**src/rtl/op_prog_loader.sv**
```systemverilog
// Byte-serial program loader: assembles 21-bit op_codes from a framed byte stream
// and writes them into the node instruction RAM. Optional trailing checksum: OP_PROG_LOADER_CHECKSUM_EN.
module op_prog_loader #(
    parameter int ADDR_W    = 4,
    parameter int MAX_INSTR = 15
) (
    input  logic              clk,
    input  logic              rst_n,
    input  logic [7:0]        in_data,
    input  logic              in_valid,
    output logic              in_ready,
    output logic              mem_we,
    output logic [ADDR_W-1:0] mem_addr,
    output logic [20:0]       mem_wdata,
    output logic [ADDR_W:0]   prog_len,
    output logic              prog_valid,
    output logic              core_halt,
    output logic              load_done,
    output logic              load_err
);
`ifdef OP_PROG_LOADER_CHECKSUM_EN
    typedef enum logic [2:0] {IDLE, LOAD, DRAIN, DONE, CHECK} state_t;
    localparam logic [7:0] CK_BYTES = 8'd1;
`else
    typedef enum logic [2:0] {IDLE, LOAD, DRAIN, DONE} state_t;
    localparam logic [7:0] CK_BYTES = 8'd0;
`endif
    localparam logic [7:0]  MAX_B = 8'(MAX_INSTR);
    localparam logic [ADDR_W:0] ONE = 1;

    state_t              state_q, state_d;
    logic [ADDR_W:0]     n_q, n_d, idx_q, idx_d;
    logic [1:0]          phase_q, phase_d;
    logic [7:0]          b0_q, b0_d, b1_q, b1_d;
    logic [7:0]          rem_q, rem_d;
    logic                in_ready_q, in_ready_d, mem_we_q, mem_we_d;
    logic [ADDR_W-1:0]   mem_addr_q, mem_addr_d;
    logic [20:0]         mem_wdata_q, mem_wdata_d;
    logic [ADDR_W:0]     prog_len_q, prog_len_d;
    logic                prog_valid_q, prog_valid_d, core_halt_q, core_halt_d;
    logic                load_done_q, load_done_d, load_err_q, load_err_d;
    logic                accept;
    logic [7:0]          words_left, drain_rem;
`ifdef OP_PROG_LOADER_CHECKSUM_EN
    logic [7:0]          csum_q, csum_d;
`endif

    assign accept     = in_valid & in_ready_q;
    // Bytes still owed by the host after a rejected b2 (remaining words plus checksum).
    assign words_left = 8'(n_q) - 8'(idx_q) - 8'd1;
    assign drain_rem  = words_left * 8'd3 + CK_BYTES;

    always_comb begin
        state_d      = state_q;
        n_d          = n_q;
        idx_d        = idx_q;
        phase_d      = phase_q;
        b0_d         = b0_q;
        b1_d         = b1_q;
        rem_d        = rem_q;
        mem_we_d     = 1'b0;
        mem_addr_d   = mem_addr_q;
        mem_wdata_d  = mem_wdata_q;
        prog_len_d   = prog_len_q;
        prog_valid_d = prog_valid_q;
        load_err_d   = 1'b0;
`ifdef OP_PROG_LOADER_CHECKSUM_EN
        csum_d       = csum_q;
`endif
        case (state_q)
            IDLE: if (accept) begin
                if (in_data == 8'd0 || in_data > MAX_B) begin
                    load_err_d = 1'b1;
                end else begin
                    n_d          = in_data[ADDR_W:0];
                    idx_d        = '0;
                    phase_d      = 2'd0;
                    prog_valid_d = 1'b0;
                    state_d      = LOAD;
`ifdef OP_PROG_LOADER_CHECKSUM_EN
                    csum_d       = in_data;
`endif
                end
            end
            LOAD: if (accept) begin
`ifdef OP_PROG_LOADER_CHECKSUM_EN
                csum_d = csum_q ^ in_data;
`endif
                case (phase_q)
                    2'd0: begin b0_d = in_data; phase_d = 2'd1; end
                    2'd1: begin b1_d = in_data; phase_d = 2'd2; end
                    default: begin
                        phase_d = 2'd0;
                        if (in_data[7:5] == 3'b000) begin
                            mem_we_d    = 1'b1;
                            mem_addr_d  = idx_q[ADDR_W-1:0];
                            mem_wdata_d = {in_data[4:0], b1_q, b0_q};
                            idx_d       = idx_q + ONE;
                            if (idx_q == n_q - ONE) begin
`ifdef OP_PROG_LOADER_CHECKSUM_EN
                                state_d = CHECK;
`else
                                state_d = DONE;
`endif
                            end
                        end else begin
                            load_err_d = 1'b1;
                            prog_len_d = '0;
                            rem_d      = drain_rem;
                            // Nothing left to swallow if the bad byte closed the frame.
                            state_d    = (drain_rem == 8'd0) ? IDLE : DRAIN;
                        end
                    end
                endcase
            end
            DRAIN: if (accept) begin
                rem_d = rem_q - 8'd1;
                if (rem_q == 8'd1) state_d = IDLE;
            end
`ifdef OP_PROG_LOADER_CHECKSUM_EN
            CHECK: if (accept) begin
                if (in_data == csum_q) begin
                    state_d = DONE;
                end else begin
                    load_err_d = 1'b1;
                    prog_len_d = '0;
                    state_d    = IDLE;
                end
            end
`endif
            DONE: begin
                prog_len_d   = n_q;
                prog_valid_d = 1'b1;
                state_d      = IDLE;
            end
            default: state_d = IDLE;
        endcase
        in_ready_d  = (state_d != DONE);
        load_done_d = (state_d == DONE);
        core_halt_d = ~prog_valid_d | (state_d != IDLE);
    end

    always_ff @(posedge clk or negedge rst_n) begin
        if (!rst_n) begin
            state_q      <= IDLE;
            n_q          <= '0;
            idx_q        <= '0;
            phase_q      <= 2'd0;
            b0_q         <= 8'd0;
            b1_q         <= 8'd0;
            rem_q        <= 8'd0;
            in_ready_q   <= 1'b1;
            mem_we_q     <= 1'b0;
            mem_addr_q   <= '0;
            mem_wdata_q  <= '0;
            prog_len_q   <= '0;
            prog_valid_q <= 1'b0;
            core_halt_q  <= 1'b1;
            load_done_q  <= 1'b0;
            load_err_q   <= 1'b0;
`ifdef OP_PROG_LOADER_CHECKSUM_EN
            csum_q       <= 8'd0;
`endif
        end else begin
            state_q      <= state_d;
            n_q          <= n_d;
            idx_q        <= idx_d;
            phase_q      <= phase_d;
            b0_q         <= b0_d;
            b1_q         <= b1_d;
            rem_q        <= rem_d;
            in_ready_q   <= in_ready_d;
            mem_we_q     <= mem_we_d;
            mem_addr_q   <= mem_addr_d;
            mem_wdata_q  <= mem_wdata_d;
            prog_len_q   <= prog_len_d;
            prog_valid_q <= prog_valid_d;
            core_halt_q  <= core_halt_d;
            load_done_q  <= load_done_d;
            load_err_q   <= load_err_d;
`ifdef OP_PROG_LOADER_CHECKSUM_EN
            csum_q       <= csum_d;
`endif
        end
    end

    assign in_ready   = in_ready_q;
    assign mem_we     = mem_we_q;
    assign mem_addr   = mem_addr_q;
    assign mem_wdata  = mem_wdata_q;
    assign prog_len   = prog_len_q;
    assign prog_valid = prog_valid_q;
    assign core_halt  = core_halt_q;
    assign load_done  = load_done_q;
    assign load_err   = load_err_q;
endmodule

```
**config.mk**
```make
export PLATFORM = sky130hd
export DESIGN_NAME = op_prog_loader
export DESIGN_NICKNAME = d
export VERILOG_FILES = /design/src/rtl/op_prog_loader.sv
export SDC_FILE = /design/constraint.sdc
export NUM_CORES = 1
export LEC_CHECK = 0
export ABC_CLOCK_PERIOD_IN_PS = 3800
export CORE_ASPECT_RATIO = 0.8
export CORE_MARGIN = 2
export CORE_UTILIZATION = 55
export CTS_CLUSTER_SIZE = 20
export DETAILED_ROUTE_END_ITERATION = 10
export DONT_BUFFER_PORTS = 1
export PLACE_DENSITY = 0.75
export SKIP_CTS_REPAIR_TIMING = 1
export SKIP_LAST_GASP = 1
export SLEW_MARGIN = 0
export SYNTH_ARGS = -nofsm -noshare
export SYNTH_HDL_FRONTEND = slang
export SYNTH_SLANG_ARGS = --single-unit
```
**constraint.sdc**
```tcl
create_clock -name clk -period 3.8 [get_ports clk]
set_input_delay 0.38 -clock clk [delete_from_list [all_inputs] [get_ports clk]]
set_output_delay 0.38 -clock clk [all_outputs]
set_load 0.02 [all_outputs]
```
**Word level (Yosys, flattened, before mapping)**

Index checks and enable logic that the tools add are counted.

- Word-level logic and storage cells: 105
- Memory bits (writable): 0
- Latch bits: 0
- Flip-flop bits (word level): 75
- Memories kept: 0
- Memory bits (read-only): 0

- $lt $le $gt $ge: 1
- Multiplexer cells: 43
- Divide/modulo/power cells: 0
- Multipliers: 1
- Shift-type cells: 0
- Reduce and logical (&&, ||, !) cells: 19
- Bitwise gates (word level): 5
- $add $sub $neg: 5
- Eq/ne operators: 15

Operator list:

| cell | count |
|---|---|
| $mux W5 | 8 |
| $mux W8 | 4 |
| $mux W3 | 8 |
| $pmux W5 S2 | 2 |
| $logic_not A8 Y1 | 2 |
| $pmux W8 S2 | 1 |
| $ne A2 B2 Y1 const B | 7 |
| $reduce_and A4 Y1 | 3 |
| $mux W1 | 11 |
| $eq A3 B2 Y1 const B | 3 |
| $pmux W3 S3 | 1 |
| $reduce_and A3 Y1 | 3 |
| $eq A8 B1 Y1 const B | 1 |
| $gt A8 B4 Y1 const B | 1 |
| $mul A8 B2 Y8 const B | 1 |
| $mux W2 | 4 |
| $pmux W2 S2 | 2 |
| $sub A8 B1 Y8 const B | 1 |
| $sub A6 B2 Y7 const B | 1 |
| $logic_not A3 Y1 | 2 |
| $reduce_and A6 Y1 | 1 |
| $reduce_bool A2 Y1 | 3 |
| $sub A5 B5 Y6 | 1 |
| $add A5 B1 Y5 const B | 1 |
| 14 further kinds | 17 |

**Depth between registers and ports, before layout**

Gate-level depths: netlist (run 1).

- Word-level depth: 11
- Gate-level depth with buffers: 16
- Gate-level depth less buffers: 16

**Least setup slack after synthesis (run 1)**

No wires, ideal clock.

- Path kind: flip-flop to flip-flop
- Start: register idx_q[0]
- End: register state_q[1]
- Setup time: 137 ps
- Arrival: 3232 ps
- Clock period less this slack: 3369 ps
- Setup slack: 431 ps
- Cell stages (with the launch flop): 13
- Cell sequence: dfrtp_1 -> ha_1 -> fa_1 -> ha_1 -> xnor2_1 -> inv_1 -> fa_1 -> nand2b_1 -> a21oi_1 -> xor2_1 -> or3_1 -> o41ai_2 -> inv_1

- Cells in the longest elaborated chain, start to end: 9
- Elaborated cells between the ends (all ways): 11
- Classes of those cells: 2 x add/sub; 1 x mul; 1 x eq/ne; 6 x mux; 1 x reduce/logical

Ends and longest elaborated chain:

| element | RTL line | source |
|---|---|---|
| start: declaration | 32 | `logic [ADDR_W:0] n_q, n_d, idx_q, idx_d;` |
| start signal: assignment | 167 | `idx_q <= idx_d;` |
| $sub A5 B5 Y6 | 50 | `assign words_left = 8'(n_q) - 8'(idx_q) - 8'd1;` |
| $sub A6 B2 Y7 | 50 |  |
| $mul A8 B2 Y8 | 51 | `assign drain_rem = words_left * 8'd3 + CK_BYTES;` |
| $logic_not A8 Y1 | 111 | `state_d = (drain_rem == 8'd0) ? IDLE : DRAIN;` |
| $mux W2 | 111 |  |
| $mux W3 (*) | 94 | `if (in_data[7:5] == 3'b000) begin` |
| $mux W3 (*) | 89 | `case (phase_q)` |
| $mux W3 (*) | 85 | `LOAD: if (accept) begin` |
| $pmux W3 S3 (*) | 70 | `case (state_q)` |
| net state_d[1] | 31 | `state_t state_q, state_d;` |
| end signal: assignment | 165 | `state_q <= state_d;` |
| end: declaration | 31 |  |

Mark *: on every way through the listed nets, which the timed path passes. The rest lies on a longest branch.
A chain may end at the register's enable or synchronous reset.

**Worst setup path in the final report (run 1)**

- Start: register idx_q[0]
- End: register core_halt_q, in the netlist core_halt

- Cells in the longest elaborated chain, start to end: 11
- Elaborated cells between the ends (all ways): 13
- Classes of those cells: 2 x add/sub; 1 x mul; 1 x eq/ne; 6 x mux; 1 x bitwise; 2 x reduce/logical

Ends and longest elaborated chain:

| element | RTL line | source |
|---|---|---|
| $sub A5 B5 Y6 | 50 |  |
| $sub A6 B2 Y7 | 50 |  |
| $mul A8 B2 Y8 | 51 |  |
| $logic_not A8 Y1 | 111 |  |
| $mux W2 | 111 |  |
| $mux W3 (*) | 94 |  |
| $mux W3 (*) | 89 |  |
| $mux W3 (*) | 85 |  |
| $pmux W3 S3 (*) | 70 |  |
| $reduce_bool A3 Y1 (*) | 140 | `core_halt_d = ~prog_valid_d \| (state_d != IDLE);` |
| $or A1 B1 Y1 (*) | 140 |  |
| net core_halt_d | 40 | `logic prog_valid_q, prog_valid_d, core_halt_q, core_halt_d;` |
| end signal: assignment | 178 | `core_halt_q <= core_halt_d;` |
| end: declaration | 40 |  |

Marked as above.

==> results of run 1 <==
worst max-delay path: cells and delay by family, from the launching register on:
kind                     cells  cell delay (ps)
AO/OA/AOI/OAI                2              510
buffers and inverters        1               80
AND/OR/NAND/NOR              3              660
adder cells (fa/ha/maj)      4             1450
flip-flops                   1              460
XOR/XNOR                     2              330
registers in the layout, indices dropped and copies added (netlist names), 4 cells and up:
| name | flops |
|---|---|
| b0_q | 8 |
| b1_q | 8 |
| idx_q | 5 |
| mem_addr | 4 |
| mem_wdata | 21 |
| n_q | 5 |
| prog_len | 5 |
| rem_q | 8 |
cell type report:
type	count	area share, %
clock buffers	11	3.41
clock inverters	5	1.48
inverters	19	1.72
multi-input cells	237	44.0
flip-flops and latches	75	45.3
well taps	87	2.62
repair buffers	5	1.45
metrics by stage:
step           util, %  instance area (µm²)
5_1_grt           61.1                 4150
2_1_floorplan        -                 3820
4_1_cts           60.1                 4080
3_5_place_dp      57.1                 3880
3_3_place_gp      57.1                 3880
6_report          61.1                 4150
power by group through the flow:
stage	clock network [W]	registers [W]	logic, W
detailed placement	0	0.000897	0.000697
floorplan	0	0.000885	0.000570
global route	0.000663	0.000888	0.000886
finish	0.000625	0.000881	0.000781
global placement	0	0.000896	0.000680
CTS	0.000636	0.000881	0.000704
placed cells by master (no fill, tap or decap), types with 3 or more instances in the layout:
cell type	Yosys	layout
dfrtp_1	73	73
nor2_1	30	30
mux2_2	24	24
nand2_1	20	20
inv_1	19	19
mux2_1	19	19
a21oi_1	19	18
ha_1	17	17
o21ai_0	15	15
nor3_1	12	12
xnor2_1	12	11
clkbuf_8	0	10
xor2_1	8	8
a22o_1	5	5
a21o_1	4	4
nand3_1	4	4
a211oi_1	4	4
or3_1	3	3
and2_1	3	3
clkinvlp_4	0	3
buf_4	3	3
routing by layer:
layer	share of wire [%]	track usage, %	wire (µm)	vias to the layer above
met1	48	28.6	3570	1259
met2	45	32.9	3380	49
met5	0	0	0	-
li1	-	-	-	1207
met4	1.5	7.46	113	0
met3	5.7	6.32	429	10
worst min-delay path by stage:
stage	start	endpoint	slack, ps
2_1_floorplan	rst_n	b0_q[0]	80
3_3_place_gp	rst_n	mem_wdata[5]	90
3_5_place_dp	rst_n	mem_wdata[5]	90
4_1_cts	rst_n	prog_len[4]	-300
5_1_grt	in_data[2]	mem_wdata[18]	150
6_report	in_data[2]	mem_wdata[18]	160
cells by family after synthesis:
logic type	synth area share (%)
flip-flops	49.2
AND/OR/NAND/NOR	13.7
adder cells (fa/ha/maj)	6.62
XOR/XNOR	4.59
multiplexers	12.7
buffers and inverters	3.57
other	0.0982
AO/OA/AOI/OAI	9.53
==> results.sh, run 1 <==
export IMPL_status="complete, no violations"
export IMPL_cp_start_kind="register"
export IMPL_sequentialPowerShare_pct=38.5
export IMPL_setup_viol=0
export IMPL_drc=0
export IMPL_dieWidth_um=97.2
export IMPL_wl_per_cell_um=17.1
export IMPL_endpoint="core_halt"
export IMPL_synth_area_um2=3820
export IMPL_cap_viol_max_count=0
export IMPL_holdWs_ps=164
export IMPL_slew_violations=0
export IMPL_r2r_setup_slack_ps=210
export IMPL_finClkSkew_ps=9.67
export IMPL_first_pass_iters=4
export IMPL_pre_cts_ws_ps=155
export IMPL_synth_edf_count=0
export IMPL_ctsLongestPathBuffers=2
export IMPL_hpwl_um=5250
export IMPL_tns_ps=0
export IMPL_drive_above_1_share_pct=16.8
export IMPL_powerDensity_nw_per_um2=551
export IMPL_antenna_cells=0
export IMPL_synth_nets=371
export IMPL_ys_types=52
export IMPL_clkPwrFrac_pct=27.3
export IMPL_cts_buffers_inserted=9
export IMPL_slew_headroom_pct=48.0
export IMPL_crit_path_cell_trace="ha_1, fa_1, ha_1, xnor2_2, inv_1, fa_1, nand2b_1, a21oi_2, xor2_1, or3_1, o41ai_4, nand3_1"
export IMPL_synth_top_area_cell="dfrtp_1"
export IMPL_switching_share_pct=35.4
export IMPL_cts_root_buf="clkbuf_8"
export IMPL_synth_area_leaders="dfrtp_1, mux2_2, mux2_1"
export IMPL_io_buffers=0
export IMPL_worst_r2r_cell_count=12
export IMPL_synth_most_common_cell="dfrtp_1"
export IMPL_rows=27
export IMPL_synth_warning_count=0
export IMPL_syn2layout_area_growth_pct=8.61
export IMPL_fillers=543
export IMPL_fin_crit_sh_pct=94.4
export IMPL_coreArea_um2=6790
export IMPL_grt_max_degree=76
export IMPL_ir_drop_uv=286
export IMPL_ant_nets=0
export IMPL_drt_iter0_drc=148
export IMPL_ys_ff_latch=75
export IMPL_via_per_inst=5.75
export IMPL_final_net_count=377
export IMPL_drt_wl_total_um=7490
export IMPL_place_inst=420
export IMPL_hold_viol_final=0
export IMPL_worst_pin_slew_ps=772
export IMPL_synth_top_area_share_pct=47.8
export IMPL_vias=2525
export IMPL_synth_main_ff_cell="dfrtp_1"
export IMPL_crit_type="register to register"
export IMPL_netSwitchingPower_w=0.000811
export IMPL_path_clk_slew_ps=80
export IMPL_final_cells=439
export IMPL_r2r_end="core_halt"
export IMPL_seq_area_um2=1880
export IMPL_period_needed_ps=3590
export IMPL_leakagePower_nw=1.98
export IMPL_gp_congestion=0.839
export IMPL_overflow=0
export IMPL_syn_avg_cell_area_um2=11.2
export IMPL_critPathLaunch="idx_q[0]"
export IMPL_cts_tree="built"
export IMPL_antenna_found_initial=0
export IMPL_ys_seq_area_share_pct=49.2
export IMPL_worst_endpoint_arrival_ps=3840
export IMPL_die_y_um=78.5
export IMPL_end_kind="register"
export IMPL_required_ps=4050
export IMPL_hold_path_class="primary input to register"
export IMPL_clkLatencyLatePin_ps=350
export IMPL_slowest_delay_ps=520
export IMPL_cts_sinks=75
export IMPL_initial_core_util_pct=56.3
export IMPL_comb_power_share_pct=34.2
export IMPL_grt_pass1_vias=2549
export IMPL_clock_fmax_mhz=279
export IMPL_syn_inst=341
export IMPL_synth_commonest_cells="dfrtp_1, nor2_1, mux2_2"
export IMPL_hold_depth=1
export IMPL_async_reset_ff_share_pct=100
export IMPL_die_area_um2=7630
export IMPL_crit_path_top_delay_cell="fa_1"
export IMPL_internal_power_w=0.00148
export IMPL_io_pins=47
export IMPL_finalWorstSetupSlack_ps=211
export IMPL_grt_usage_pct=21.2
export IMPL_total_power_w=0.00229
export IMPL_grt_pass1_wl_um=12800
export IMPL_multi_input_area_um2=1830
export IMPL_critPathMaxFanout=7
export IMPL_rr_startpoint="idx_q[0]"
export IMPL_htreeDepth=3
Note: power is estimated with default switching activity, not from simulation.
==> run 2, diff against run 1 <==
--- a/config.mk
+++ b/config.mk
@@ -5,14 +5,14 @@
 export SDC_FILE = /design/constraint.sdc
 export NUM_CORES = 1
 export LEC_CHECK = 0
-export ABC_CLOCK_PERIOD_IN_PS = 3800
+export ABC_CLOCK_PERIOD_IN_PS = 2900
 export CORE_ASPECT_RATIO = 0.8
 export CORE_MARGIN = 2
 export CORE_UTILIZATION = 55
 export CTS_CLUSTER_SIZE = 20
 export DETAILED_ROUTE_END_ITERATION = 10
 export DONT_BUFFER_PORTS = 1
-export PLACE_DENSITY = 0.75
+export PLACE_DENSITY = 0.78
 export SKIP_CTS_REPAIR_TIMING = 1
 export SKIP_LAST_GASP = 1
 export SLEW_MARGIN = 0
==> constraint.sdc (replaced) <==
create_clock -name clk -period 2.9 [get_ports clk]
set_input_delay 0.29 -clock clk [delete_from_list [all_inputs] [get_ports clk]]
set_output_delay 0.29 -clock clk [all_outputs]
set_load 0.02 [all_outputs]
==> run 2 against run 1 <==
Effect of this change: the run now ends with negative setup slack left; die area did not move; combinational power rose by 130%; first-iteration DRC count fell by 13%; non-clock buffer count rose by 31; routed wire length rose by 9.9%; critical endpoint is now in_ready.
==> results.sh, run 2 (synthesis gave the netlist of run 1 again) <==
export IMPL_placed_cell_area_um2=4120
export IMPL_grt_pass1_wl_um=13600
export IMPL_holdPathEnd="n_q[1]"
export IMPL_via_per_inst=5.75
export IMPL_cts_tree="built"
export IMPL_powerDensity_nw_per_um2=810
export IMPL_hold_depth=2
export IMPL_crit_type="register to register"
export IMPL_clkLatencyLatePin_ps=360
export IMPL_drt_iter0_drc=129
export IMPL_required_ps=3200
export IMPL_drt_wl_total_um=8230
export IMPL_slew_headroom_pct=43.7
export IMPL_grt_pass1_vias=2797
export IMPL_sequentialPowerShare_pct=31.1
export IMPL_path_clk_slew_ps=80
export IMPL_period_needed_ps=3280
export IMPL_mostFrequentLayoutCells="dfrtp_1, buf_4, nor2_1"
export IMPL_gp_congestion=0.770
export IMPL_worst_r2r_cell_count=15
export IMPL_total_power_w=0.00367
export IMPL_clock_fmax_mhz=305
export IMPL_worst_endpoint_arrival_ps=3580
export IMPL_internal_power_w=0.00236
export IMPL_final_net_count=408
export IMPL_hold_path_class="primary input to register"
export IMPL_seq_area_um2=1880
export IMPL_htreeDepth=3
export IMPL_first_pass_iters=4
export IMPL_hp_start="in_data[1]"
export IMPL_grt_usage_pct=22.6
export IMPL_layout_commonest_cell="dfrtp_1"
export IMPL_slew_violations=0
export IMPL_cp_start_kind="register"
export IMPL_clkPwrFrac_pct=20.6
export IMPL_dieWidth_um=97.2
export IMPL_ir_drop_uv=466
export IMPL_die_area_um2=7630
export IMPL_coreArea_um2=6790
export IMPL_cts_sinks=75
export IMPL_rsz0062_at_grt="yes"
export IMPL_design_area_um2=4530
export IMPL_critPathMaxFanout=3
export IMPL_hold_viol_final=0
export IMPL_fin_crit_sh_pct=113
export IMPL_comb_power_share_pct=48.3
export IMPL_hpwl_um=5670
export IMPL_cts_buffers_inserted=9
export IMPL_switching_share_pct=35.9
export IMPL_r2r_end="in_ready"
export IMPL_io_pins=47
export IMPL_overflow=0
export IMPL_die_y_um=78.5
export IMPL_fillers=478
export IMPL_antenna_cells=0
export IMPL_netSwitchingPower_w=0.00132
export IMPL_tns_ps=-2070
export IMPL_r2r_setup_slack_ps=-380
export IMPL_ant_nets=0
export IMPL_drive_above_1_share_pct=31.6
export IMPL_rr_startpoint="n_q[0]"
export IMPL_multi_input_area_um2=2000
export IMPL_finalWorstSetupSlack_ps=-381
export IMPL_violations="negative setup slack"
export IMPL_ctsLongestPathBuffers=2
export IMPL_initial_core_util_pct=56.3
export IMPL_rows=27
export IMPL_vias=2702
export IMPL_end_kind="register"
export IMPL_antenna_found_initial=0
export IMPL_cts_root_buf="clkbuf_8"
export IMPL_leakagePower_nw=2.16
export IMPL_grt_max_degree=76
export IMPL_worst_pin_slew_ps=836
export IMPL_drc=0
export IMPL_wl_per_cell_um=17.5
export IMPL_setup_viol=7
export IMPL_finClkSkew_ps=9.22
export IMPL_io_buffers=0
export IMPL_largest_reg_flops=21
export IMPL_cap_viol_max_count=0
export IMPL_status="complete, but fails checks"
export IMPL_syn2layout_area_growth_pct=18.7
-- run 2: cell count changes in the layout (fill, tap and decap cells not counted), sizes merged --
cell / delta
bufinv: -1
inv: +1
buf: +31
clkbuf: -1
clkinvlp: +1
-- run 2: cell type report --
class	count	area share, %
sequential	75	41.4
inverter	19	1.57
clock buffer	10	3.04
multi-input combinational	237	44.0
clock inverter	6	1.05
timing repair buffer	36	6.46
tap	87	2.40
-- run 2: layer usage --
metal	GRT usage (%)	vias to the layer above	part of all wire (%)
met5	0	-	0
met4	7.61	0	2.1
met3	8.19	16	6.4
met2	35.8	75	48
met1	29.0	1349	43
li1	-	1262	-
-- run 2: power by group through the flow --
stage	clock, W	combinational, W	sequential [W]
finish	0.000757	0.00177	0.00114
global route	0.000826	0.00191	0.00115
CTS	0.000781	0.00133	0.00114
detailed placement	0	0.00132	0.00116
global placement	0	0.00127	0.00116
floorplan	0	0.000804	0.00116
-- run 2: worst max path at each step --
stage | end | startpoint
CTS | core_halt | n_q[0]
finish | in_ready | n_q[0]
floorplan | state_q[1] | idx_q[0]
detailed placement | load_done | n_q[0]
global placement | state_q[1] | idx_q[0]
global route | core_halt | n_q[0]
-- run 2: per-stage QoR --
step                      setup slack, ps  utilization, %  instances  hold slack [ps]
after floorplan                      -290               -        341            -5.59
after global placement               -309            60.6        447            -3.24
after detailed placement             -444            60.6        447            -3.93
final                                -381            66.8        470             59.1
after CTS                            -468            63.3        463             -401
after global routing                 -569            66.8        470             50.7
-- run 2: worst max-delay path, stage by stage, from the launching register on --
cell     delay, ps
dfrtp_1        380
inv_2           70
ha_4           160
fa_2           390
inv_2           70
a21o_1         120
a21oi_2         70
xnor2_2        170
nor3_2         260
xnor2_2        100
ha_1           360
xor2_1         190
or3_4          350
o41ai_4        350
inv_1           90
nand2_1         70
==> run 3, diff against run 2 <==
--- a/config.mk
+++ b/config.mk
@@ -6,13 +6,13 @@
 export NUM_CORES = 1
 export LEC_CHECK = 0
 export ABC_CLOCK_PERIOD_IN_PS = 2900
+export BUFFER_PORTS_ARGS = -buffer_cell sky130_fd_sc_hd__buf_2
 export CORE_ASPECT_RATIO = 0.8
 export CORE_MARGIN = 2
-export CORE_UTILIZATION = 55
+export CORE_UTILIZATION = 52
 export CTS_CLUSTER_SIZE = 20
 export DETAILED_ROUTE_END_ITERATION = 10
-export DONT_BUFFER_PORTS = 1
-export PLACE_DENSITY = 0.78
+export PLACE_DENSITY = 0.8
 export SKIP_CTS_REPAIR_TIMING = 1
 export SKIP_LAST_GASP = 1
 export SLEW_MARGIN = 0
==> run 3 against run 2 <==
Effect of this change: the run still ends with negative setup slack left; critical path depth fell by 3; sequential power barely moved; clock power rose by 2%; maximum frequency fell by 4.3%; total power rose by 8.9%; core utilization rose by 1.7 points; non-clock buffer count rose by 42; setup slack got worse by 150 ps; critical path type unchanged; largest power group unchanged.
==> results.sh, run 3 (synthesis gave the netlist of run 1 again) <==
export IMPL_cts_root_buf="clkbuf_8"
export IMPL_gp_congestion=0.812
export IMPL_antenna_cells=0
export IMPL_cts_sinks=75
export IMPL_fin_util_pct=68.5
export IMPL_hpwl_um=5930
export IMPL_placed_cell_area_um2=4350
export IMPL_status="complete, but fails checks"
export IMPL_grt_pass1_wl_um=14100
export IMPL_crit_type="register to register"
export IMPL_setup_viol=7
export IMPL_dieWidth_um=99.8
export IMPL_grt_max_degree=76
export IMPL_hold_path_class="primary input to asynchronous set/reset pin"
export IMPL_die_y_um=80.7
export IMPL_cp_start_kind="register"
export IMPL_drt_iter0_drc=141
export IMPL_coreArea_um2=6990
export IMPL_syn2layout_area_growth_pct=25.4
export IMPL_overflow=0
export IMPL_cap_viol_max_count=0
export IMPL_layout_commonest_cell="dfrtp_1"
export IMPL_powerDensity_nw_per_um2=835
export IMPL_finalWorstSetupSlack_ps=-527
export IMPL_first_pass_iters=4
export IMPL_grt_usage_pct=22.8
export IMPL_rsz0062_at_grt="yes"
export IMPL_mostFrequentLayoutCells="dfrtp_1, buf_2, buf_4"
export IMPL_grt_pass1_vias=2919
export IMPL_vias=2889
export IMPL_clkLatencyLatePin_ps=370
export IMPL_ant_nets=0
export IMPL_slew_headroom_pct=37.1
export IMPL_cts_buffers_inserted=9
export IMPL_leakagePower_nw=2.40
export IMPL_wl_per_cell_um=16.9
export IMPL_path_clk_slew_ps=90
export IMPL_worst_pin_slew_ps=943
export IMPL_drc=0
export IMPL_violations="negative setup slack"
export IMPL_final_net_count=450
export IMPL_required_ps=3220
export IMPL_slew_violations=0
export IMPL_rows=27
export IMPL_drive_above_1_share_pct=39.3
export IMPL_die_area_um2=8050
export IMPL_crit_path_top_delay_cell="dfrtp_1"
export IMPL_ir_drop_uv=465
export IMPL_slowest_delay_ps=430
export IMPL_io_pins=47
export IMPL_htreeDepth=3
export IMPL_largest_reg_flops=21
export IMPL_via_per_inst=5.64
export IMPL_cts_tree="built"
export IMPL_finClkSkew_ps=11.3
export IMPL_tns_ps=-2560
export IMPL_crit_path_cell_trace="ha_4, fa_2, xor2_4, nand3_2, nor3_2, xnor2_2, ha_1, xor2_1, or3_4, o41ai_4, inv_1, nand2_1"
export IMPL_initial_core_util_pct=54.6
export IMPL_design_area_um2=4790
export IMPL_worst_endpoint_arrival_ps=3750
export IMPL_antenna_found_initial=0
export IMPL_io_buffers=46
export IMPL_critPathMaxFanout=3
export IMPL_end_kind="register"
export IMPL_hold_viol_final=0
export IMPL_period_needed_ps=3430
export IMPL_fin_crit_sh_pct=118
export IMPL_drt_wl_total_um=8680
export IMPL_clock_fmax_mhz=292
export IMPL_ctsLongestPathBuffers=2
-- run 3: layout make-up --
cell class / count / area [µm²]
Fill cell: 542 / 2200
Sequential cell: 75 / 1880
Timing Repair Buffer: 78 / 488
Tap cell: 87 / 109
Clock buffer: 9 / 124
Multi-Input combinational cell: 237 / 2060
Inverter: 19 / 71.3
Clock inverter: 7 / 58.8
-- run 3: where the power goes --
| group | internal (W) | total, W | switching (W) |
|---|---|---|---|
| Sequential | 0.00110 | 0.00113 | 0.0000329 |
| Combinational | 0.00109 | 0.00210 | 0.00101 |
| Clock | 0.000325 | 0.000770 | 0.000445 |
-- run 3: through the flow --
step	setup WS (ps)	hold slack, ps	instances	power [W]
2_1_floorplan	-290	-5.59	341	0.00196
6_report	-527	44.5	512	0.00400
5_1_grt	-598	151	512	0.00420
3_3_place_gp	-289	463	493	0.00246
4_1_cts	-497	92.0	509	0.00329
3_5_place_dp	-474	472	493	0.00251
-- run 3: critical path, delay by kind of cell, from the launching register on --
kind                       cells  cell delay (ps)
AOI/OAI and AO/OA              1              410
adders and majority gates      3              900
buffers and inverters          1              110
DFF                            1              430
xor gates and xnor gates       3              640
and+or+nand+nor                4              880
-- run 3: final timing paths --
path | cells after the start | endpoint | from | slack (ps)
max in group asynchronous | 1 | n_q[3] | rst_n | 2230
min reg2reg | 1 | mem_wdata[10] | mem_wdata[10] | 480
max reg2reg | 12 | in_ready | idx_q[0] | -530
min | 1 | b1_q[5] | rst_n | 40
min in group clk | 2 | b0_q[7] | in_data[7] | 190
max | 12 | in_ready | idx_q[0] | -530
-- run 3: routing by layer --
metal	track usage (%)	vias up	share of wire (%)
li1	-	1356	-
met1	31.1	1441	45
met5	0	-	0
met3	6.27	8	5.8
met4	5.75	0	0.74
met2	36.3	84	48
